===== src/rtl/matrix_operand_loader.sv =====
// Serial element stream to packed A/B operand buses with start/done launch control.
// Define LOADER_TRANSPOSE_B_EN to accept the B stream in column-major order.
module matrix_operand_loader #(
    parameter int DATA_WIDTH = 8,
    parameter int M          = 8,
    parameter int N          = 8,
    parameter int P          = 8
) (
    input  logic                         clk,
    input  logic                         rst,
    input  logic                         s_valid,
    input  logic [DATA_WIDTH-1:0]        s_data,
    input  logic                         s_last,
    output logic                         s_ready,
    output logic [M*N*DATA_WIDTH-1:0]    matrix_a,
    output logic [N*P*DATA_WIDTH-1:0]    matrix_b,
    output logic                         start,
    input  logic                         done,
    output logic                         busy,
    output logic                         load_err
);

    localparam int NA = M * N;
    localparam int NB = N * P;
    localparam int AW = (NA > 1) ? $clog2(NA) : 1;
    localparam int BW = (NB > 1) ? $clog2(NB) : 1;

    localparam logic [1:0] LOAD_A    = 2'd0;
    localparam logic [1:0] LOAD_B    = 2'd1;
    localparam logic [1:0] START     = 2'd2;
    localparam logic [1:0] WAIT_DONE = 2'd3;

    logic [1:0]                  r_state;
    logic [AW-1:0]               r_a_cnt;
    logic [BW-1:0]               r_b_cnt;
    logic [M*N*DATA_WIDTH-1:0]   r_matrix_a;
    logic [N*P*DATA_WIDTH-1:0]   r_matrix_b;
    logic                        r_start;
    logic                        r_load_err;
    logic                        r_done_q;

    logic                        w_fire;
    logic                        w_b_fire;
    logic                        w_a_end;
    logic                        w_b_end;
    logic                        w_b_clr;
    logic [BW-1:0]               w_slot_b;

    assign s_ready  = (r_state == LOAD_A) || (r_state == LOAD_B);
    assign busy     = (r_state == START) || (r_state == WAIT_DONE);
    assign start    = r_start;
    assign load_err = r_load_err;
    assign matrix_a = r_matrix_a;
    assign matrix_b = r_matrix_b;

    assign w_fire   = s_valid && s_ready;
    assign w_b_fire = w_fire && (r_state == LOAD_B);
    assign w_a_end  = (r_a_cnt == AW'(NA - 1));
    assign w_b_end  = (r_b_cnt == BW'(NB - 1));
    assign w_b_clr  = w_b_fire && (w_b_end || s_last);

`ifdef LOADER_TRANSPOSE_B_EN
    localparam int RW = (N > 1) ? $clog2(N) : 1;
    localparam int CW = (P > 1) ? $clog2(P) : 1;

    logic [RW-1:0] r_b_row;
    logic [CW-1:0] r_b_col;

    // Column-major stream: row index runs fastest, column steps on row wrap.
    assign w_slot_b = BW'(r_b_row * P + r_b_col);

    always_ff @(posedge clk or negedge rst) begin
        if (!rst) begin
            r_b_row <= '0;
            r_b_col <= '0;
        end else if (w_b_clr) begin
            r_b_row <= '0;
            r_b_col <= '0;
        end else if (w_b_fire) begin
            if (r_b_row == RW'(N - 1)) begin
                r_b_row <= '0;
                r_b_col <= r_b_col + 1'b1;
            end else begin
                r_b_row <= r_b_row + 1'b1;
            end
        end
    end
`else
    assign w_slot_b = r_b_cnt;
`endif

    always_ff @(posedge clk or negedge rst) begin
        if (!rst) begin
            r_state    <= LOAD_A;
            r_a_cnt    <= '0;
            r_b_cnt    <= '0;
            r_matrix_a <= '0;
            r_matrix_b <= '0;
            r_start    <= 1'b0;
            r_load_err <= 1'b0;
            r_done_q   <= 1'b0;
        end else begin
            r_done_q <= done;
            r_start  <= 1'b0;
            case (r_state)
                LOAD_A: begin
                    if (w_fire) begin
                        r_matrix_a[r_a_cnt*DATA_WIDTH +: DATA_WIDTH] <= s_data;
                        if (s_last) begin
                            r_load_err <= 1'b1;
                            r_a_cnt    <= '0;
                        end else if (w_a_end) begin
                            r_a_cnt <= '0;
                            r_state <= LOAD_B;
                        end else begin
                            r_a_cnt <= r_a_cnt + 1'b1;
                        end
                    end
                end
                LOAD_B: begin
                    if (w_fire) begin
                        r_matrix_b[w_slot_b*DATA_WIDTH +: DATA_WIDTH] <= s_data;
                        if (w_b_end) begin
                            // Missing s_last is flagged but the set still launches.
                            r_b_cnt <= '0;
                            r_start <= 1'b1;
                            r_state <= START;
                            if (!s_last) r_load_err <= 1'b1;
                        end else if (s_last) begin
                            r_load_err <= 1'b1;
                            r_b_cnt    <= '0;
                            r_state    <= LOAD_A;
                        end else begin
                            r_b_cnt <= r_b_cnt + 1'b1;
                        end
                    end
                end
                START: begin
                    r_state <= WAIT_DONE;
                end
                WAIT_DONE: begin
                    if (done && !r_done_q) r_state <= LOAD_A;
                end
                default: begin
                    r_state <= LOAD_A;
                end
            endcase
        end
    end

endmodule

===== config.mk =====
export PLATFORM = sky130hd
export DESIGN_NAME = matrix_operand_loader
export DESIGN_NICKNAME = d
export VERILOG_FILES = /design/src/rtl/matrix_operand_loader.sv
export SDC_FILE = /design/constraint.sdc
export NUM_CORES = 1
export LEC_CHECK = 0
export ABC_CLOCK_PERIOD_IN_PS = 3850
export CAP_MARGIN = 15
export CELL_PAD_IN_SITES_DETAIL_PLACEMENT = 1
export CELL_PAD_IN_SITES_GLOBAL_PLACEMENT = 1
export CORE_AREA = 3 3 401 403
export DETAILED_ROUTE_END_ITERATION = 16
export DIE_AREA = 0 0 404 406
export GPL_TIMING_DRIVEN = 1
export HOLD_SLACK_MARGIN = 0.03
export PLACE_DENSITY = 0.64
export SYNTH_ARGS = -nofsm -noshare
export SYNTH_HDL_FRONTEND = slang
export SYNTH_SLANG_ARGS = --single-unit

===== constraint.sdc =====
create_clock -name clk -period 3.85 [get_ports clk]
set_input_delay 0.5775 -clock clk [delete_from_list [all_inputs] [get_ports clk]]
set_output_delay 0.5775 -clock clk [all_outputs]
set_load 0.01 [all_outputs]

==> metrics.log <==
[metrics] clock latency of the later-clocked register in the worst-skew pair: between 0.7 and 0.8 ns
[metrics] global-route congestion overflow total: 0
[metrics] via count of the first global-routing pass: 31842
[metrics] clk buf depth: 3
[metrics] synth warn: 0
[metrics] nets in the synthesized netlist: between 2000 and 3000
[metrics] RSZ-0062 raised after global routing: false
[metrics] number of cells traversed by the worst hold path: 1
[metrics] Worst Skew: 0.0341 ns
[metrics] post-placement cell count: just over 6000
[metrics] most frequent cells after synthesis: sky130_fd_sc_hd__dfrtp_1 (1041), sky130_fd_sc_hd__mux2_2 (919), sky130_fd_sc_hd__o21ai_0 (166)
[metrics] Worst Hold Endpoint: r_done_q$_DFF_PN0_
[metrics] Critical Path, Cell by Cell: nor2_1, nand2_1, nor2_1, ha_1, buf_4, or2_2, nor4_4, mux2_2
[metrics] initial standard-cell utilization of the core: 0.266
[metrics] setup total negative slack: 0 ns
[metrics] share of flip-flops with an asynchronous set or reset after synthesis: 1.00
[metrics] initial antenna violation count: 12
[metrics] first-pass GRT wire length: ~250000 um
[metrics] highest routing layer actually used: met4
[metrics] number of design-rule violations left by the first detailed-router iteration: approximately 1300
[metrics] Post-synth EDFFs: 0
[metrics] area taken by flip-flops and latches: 0.0261 sq mm
[metrics] layout cell share with drive strength beyond 1: 0.329
[metrics] number of nets in the layout: ~4000
[metrics] clock-pin slew on the worst setup and hold paths: approximately 0.07 ns
[metrics] H-tree levels: 3
[metrics] routed wire length on met3: between 10000 and 15000 um
[metrics] reg-to-reg endpoint: matrix_a[149]$_DFFE_PN0P_
[metrics] average wire per cell in the routed design: 28.1 um
[metrics] largest voltage drop on the vdd net: 0.000369 V
[metrics] post-DP HPWL: between 100000 and 150000 um
[metrics] highest clock frequency the design can meet: between 200 and 300 MHz
[metrics] maximum number of pins on one net before global-route repair: 97
[metrics] total power density per cell area: roughly 400 mW/mm^2
[metrics] CP Capture Type: flop
[metrics] cts bufs inserted: between 100 and 150
[metrics] required time at the endpoint of the critical path: 4.45 ns
[metrics] Max Cap Viol: 0
[metrics] Routed met1 length: 68900 um
[metrics] r2r worst-path depth: 8
[metrics] critical path type: flop to flop
[metrics] IO buf count: 1040
[metrics] DIE AREA: 0.164 sq mm
[metrics] Post-Synthesis Mean Instance Area: about 14 sq um
[metrics] count of final setup violators: 0
[metrics] filler instances: approximately 17000
[metrics] min-delay worst type: input port to flop
[metrics] boundary pin count: approximately 1000
[metrics] final weighted congestion of routability-driven global placement: between 0.8 and 0.9
[metrics] Post-Synthesis Cell Area: ~0.042 sq mm
[metrics] largest cells by area after synthesis: sky130_fd_sc_hd__dfrtp_1 (62%), sky130_fd_sc_hd__mux2_2 (25%), sky130_fd_sc_hd__o21ai_0 (2.0%)
[metrics] worst path arrival time: 4.13 ns
[metrics] CP max stage cell: sky130_fd_sc_hd__nor4_4
[metrics] kind of launch point of the worst setup path: flop
[metrics] dominant cell type by area after synthesis: sky130_fd_sc_hd__dfrtp_1
[metrics] Seq/Total Area, Yosys: 0.621
[metrics] fin. max-slew vios: 0
[metrics] transition time of the tightest slew-check pin: 1.04 ns
[metrics] routed wire length: 177000 um
[metrics] outcome: completed
[metrics] R2R Setup Slk: around 0.32 ns
[metrics] number of hold-slack violations in the final timing report: 0
[metrics] number of rows in the core area: 146
[metrics] die outline height: approximately 410 um
[metrics] post-CTS setup buffers: 0
[metrics] P_leak: 0.0270 uW
[metrics] met2 wire len: about 90000 um
[metrics] Min Clock Period, post-route: ~3.5 ns
[metrics] number of resized instances in the post-cts repair step: 0
[metrics] CTS Sinks: between 1000 and 1500
[metrics] routed via count: 29577
[metrics] DR vias/cell: 4.71
[metrics] CTS tree: built
[metrics] CP max FO: 16
[metrics] Layout Area Growth over Synthesis: 41.5%
[metrics] post-synth top area share: 0.621
[metrics] kind of cell adding the most delay to the critical path: simple AND/OR/NAND/NOR gates
[metrics] CP bufs+invs: 1
[metrics] antenna viol nets, final: 0
[metrics] FF+latch count, synth: between 1000 and 1500
[metrics] area of the core region: about 0.16 sq mm
[metrics] origin of the critical flop-to-flop path: r_a_cnt[2]$_DFFE_PN0P_
[metrics] number of search-and-repair iterations in the first detailed-routing pass: 7
[metrics] total track usage: 0.210
[metrics] Cell Count, Final, Fillers Out: between 6000 and 7000
[metrics] horizontal extent of the die: 404 um
[metrics] Worst path most repeated cell: sky130_fd_sc_hd__nor2_1
[metrics] count of cell types in the netlist: between 60 and 70
[metrics] most frequent cell after synthesis: sky130_fd_sc_hd__dfrtp_1
[metrics] final worst-path cycle share: 0.918
[metrics] count of hold buffers inserted by post-cts repair: 1
[metrics] Crit path largest cell delay: between 0.8 and 0.9 ns
[metrics] DRC Markers: 0
[metrics] root buffer cell: sky130_fd_sc_hd__clkbuf_16
[metrics] gate count of the mapped netlist: 2957
[metrics] hold path startpoint: done
[metrics] main flop type after synthesis: sky130_fd_sc_hd__dfrtp_1
[metrics] total area of multi-input combinational cells: roughly 0.015 sq mm
[metrics] Rel. slew slack: 0.304
[sequential cells by signal (all words and copies together), names as in the netlist, named ones only]
| name | count |
|---|---|
| r_state | 1 |
| r_done_q | 1 |
| r_a_cnt | 6 |
| matrix_a | 512 |
| start | 1 |
| r_b_cnt | 6 |
| load_err | 1 |
| matrix_b | 512 |
[cell type report]
cell class                      count  share of cell area
Sequential cell                  1041               0.439
Timing Repair Buffer             1191               0.196
Clock buffer                      167              0.0567
Antenna cell                        9            0.000379
Inverter                           17             0.00107
Multi-Input combinational cell   1738               0.256
Tap cell                         2072              0.0437
Clock inverter                     42             0.00696
[cell families (layout without fill, tap and decap cells)]
kind of cell | after synthesis | in the layout | synth area share
other | 0 | 9 | 0
AND/OR/NAND/NOR | 555 | 555 | 0.0746
flip-flops | 1041 | 1041 | 0.621
buffers and inverters | 178 | 1417 | 0.0172
XOR/XNOR | 9 | 9 | 0.00188
multiplexers | 932 | 932 | 0.250
AO/OA/AOI/OAI | 236 | 236 | 0.0335
adder cells (fa/ha/maj) | 6 | 6 | 0.00179
[layer usage]
| metal | track usage | vias up |
|---|---|---|
| li1 | - | 12786 |
| met1 | 0.243 | 15676 |
| met2 | 0.371 | 931 |
| met3 | 0.0639 | 184 |
| met4 | 0.0630 | 0 |
| met5 | 0 | - |
[power by group]
part	leakage [uW]	switching (uW)	internal, uW
registers	0.0145	91.4	11100
logic	0.0107	1140	530
clock network	0.00186	4760	6220
[how the worst max path moves through the flow]
| stage | startpoint | endpoint | cells past startpoint |
|---|---|---|---|
| 6_report | r_a_cnt[2]$_DFFE_PN0P_ | matrix_a[149]$_DFFE_PN0P_ | 8 |
| 2_1_floorplan | r_b_cnt[0]$_DFFE_PN0P_ | matrix_b[416]$_DFFE_PN0P_ | 11 |
| 5_1_grt | r_a_cnt[2]$_DFFE_PN0P_ | matrix_a[145]$_DFFE_PN0P_ | 8 |
| 3_3_place_gp | s_valid | matrix_a[123]$_DFFE_PN0P_ | 7 |
| 3_5_place_dp | s_valid | matrix_a[122]$_DFFE_PN0P_ | 7 |
| 4_1_cts | r_a_cnt[2]$_DFFE_PN0P_ | matrix_a[149]$_DFFE_PN0P_ | 8 |
[cells in the final DEF (no fill, tap or decap), types with 7 or more instances in the layout]
| master | instances |
|---|---|
| sky130_fd_sc_hd__dfrtp_1 | 1041 |
| sky130_fd_sc_hd__clkdlybuf4s50_1 | 1031 |
| sky130_fd_sc_hd__mux2_2 | 919 |
| sky130_fd_sc_hd__o21ai_0 | 166 |
| sky130_fd_sc_hd__nor2_1 | 155 |
| sky130_fd_sc_hd__buf_4 | 140 |
| sky130_fd_sc_hd__clkbuf_16 | 115 |
| sky130_fd_sc_hd__nand2_1 | 97 |
| sky130_fd_sc_hd__nor2_2 | 47 |
| sky130_fd_sc_hd__and2_1 | 45 |
| sky130_fd_sc_hd__nand3_1 | 44 |
| sky130_fd_sc_hd__clkbuf_8 | 29 |
| sky130_fd_sc_hd__o41ai_1 | 24 |
| sky130_fd_sc_hd__nor3_1 | 23 |
| sky130_fd_sc_hd__clkbuf_1 | 23 |
| sky130_fd_sc_hd__clkinv_2 | 21 |
| sky130_fd_sc_hd__nand4_1 | 19 |
| sky130_fd_sc_hd__inv_1 | 17 |
| sky130_fd_sc_hd__and2_0 | 17 |
| sky130_fd_sc_hd__or2_2 | 15 |
| sky130_fd_sc_hd__nor4_4 | 15 |
| sky130_fd_sc_hd__and3_1 | 13 |
| sky130_fd_sc_hd__buf_12 | 10 |
| sky130_fd_sc_hd__diode_2 | 9 |
| sky130_fd_sc_hd__mux2i_1 | 9 |
| sky130_fd_sc_hd__nand2b_1 | 9 |
| sky130_fd_sc_hd__o31ai_1 | 9 |
| sky130_fd_sc_hd__or3_1 | 8 |
| sky130_fd_sc_hd__a21oi_1 | 8 |
| sky130_fd_sc_hd__buf_2 | 8 |
| sky130_fd_sc_hd__nor2b_1 | 7 |
| sky130_fd_sc_hd__nor3_2 | 7 |
| sky130_fd_sc_hd__o21ai_2 | 7 |
[through the flow]
stage | utilization | area (sq um) | power [uW] | worst slack [ns] | hold WS (ns)
floorplan | - | 41900 | 12000 | 0.556 | 0.282
global placement | 0.352 | 55600 | 13100 | 0.0660 | 0.456
detailed placement | 0.352 | 55600 | 13100 | 0.0185 | 0.464
CTS | 0.376 | 59300 | 24200 | 0.247 | 0.246
global route | 0.376 | 59300 | 24700 | 0.107 | 0.297
finish | 0.376 | 59400 | 23800 | 0.317 | 0.336
Power figures use the tool's default switching activity.
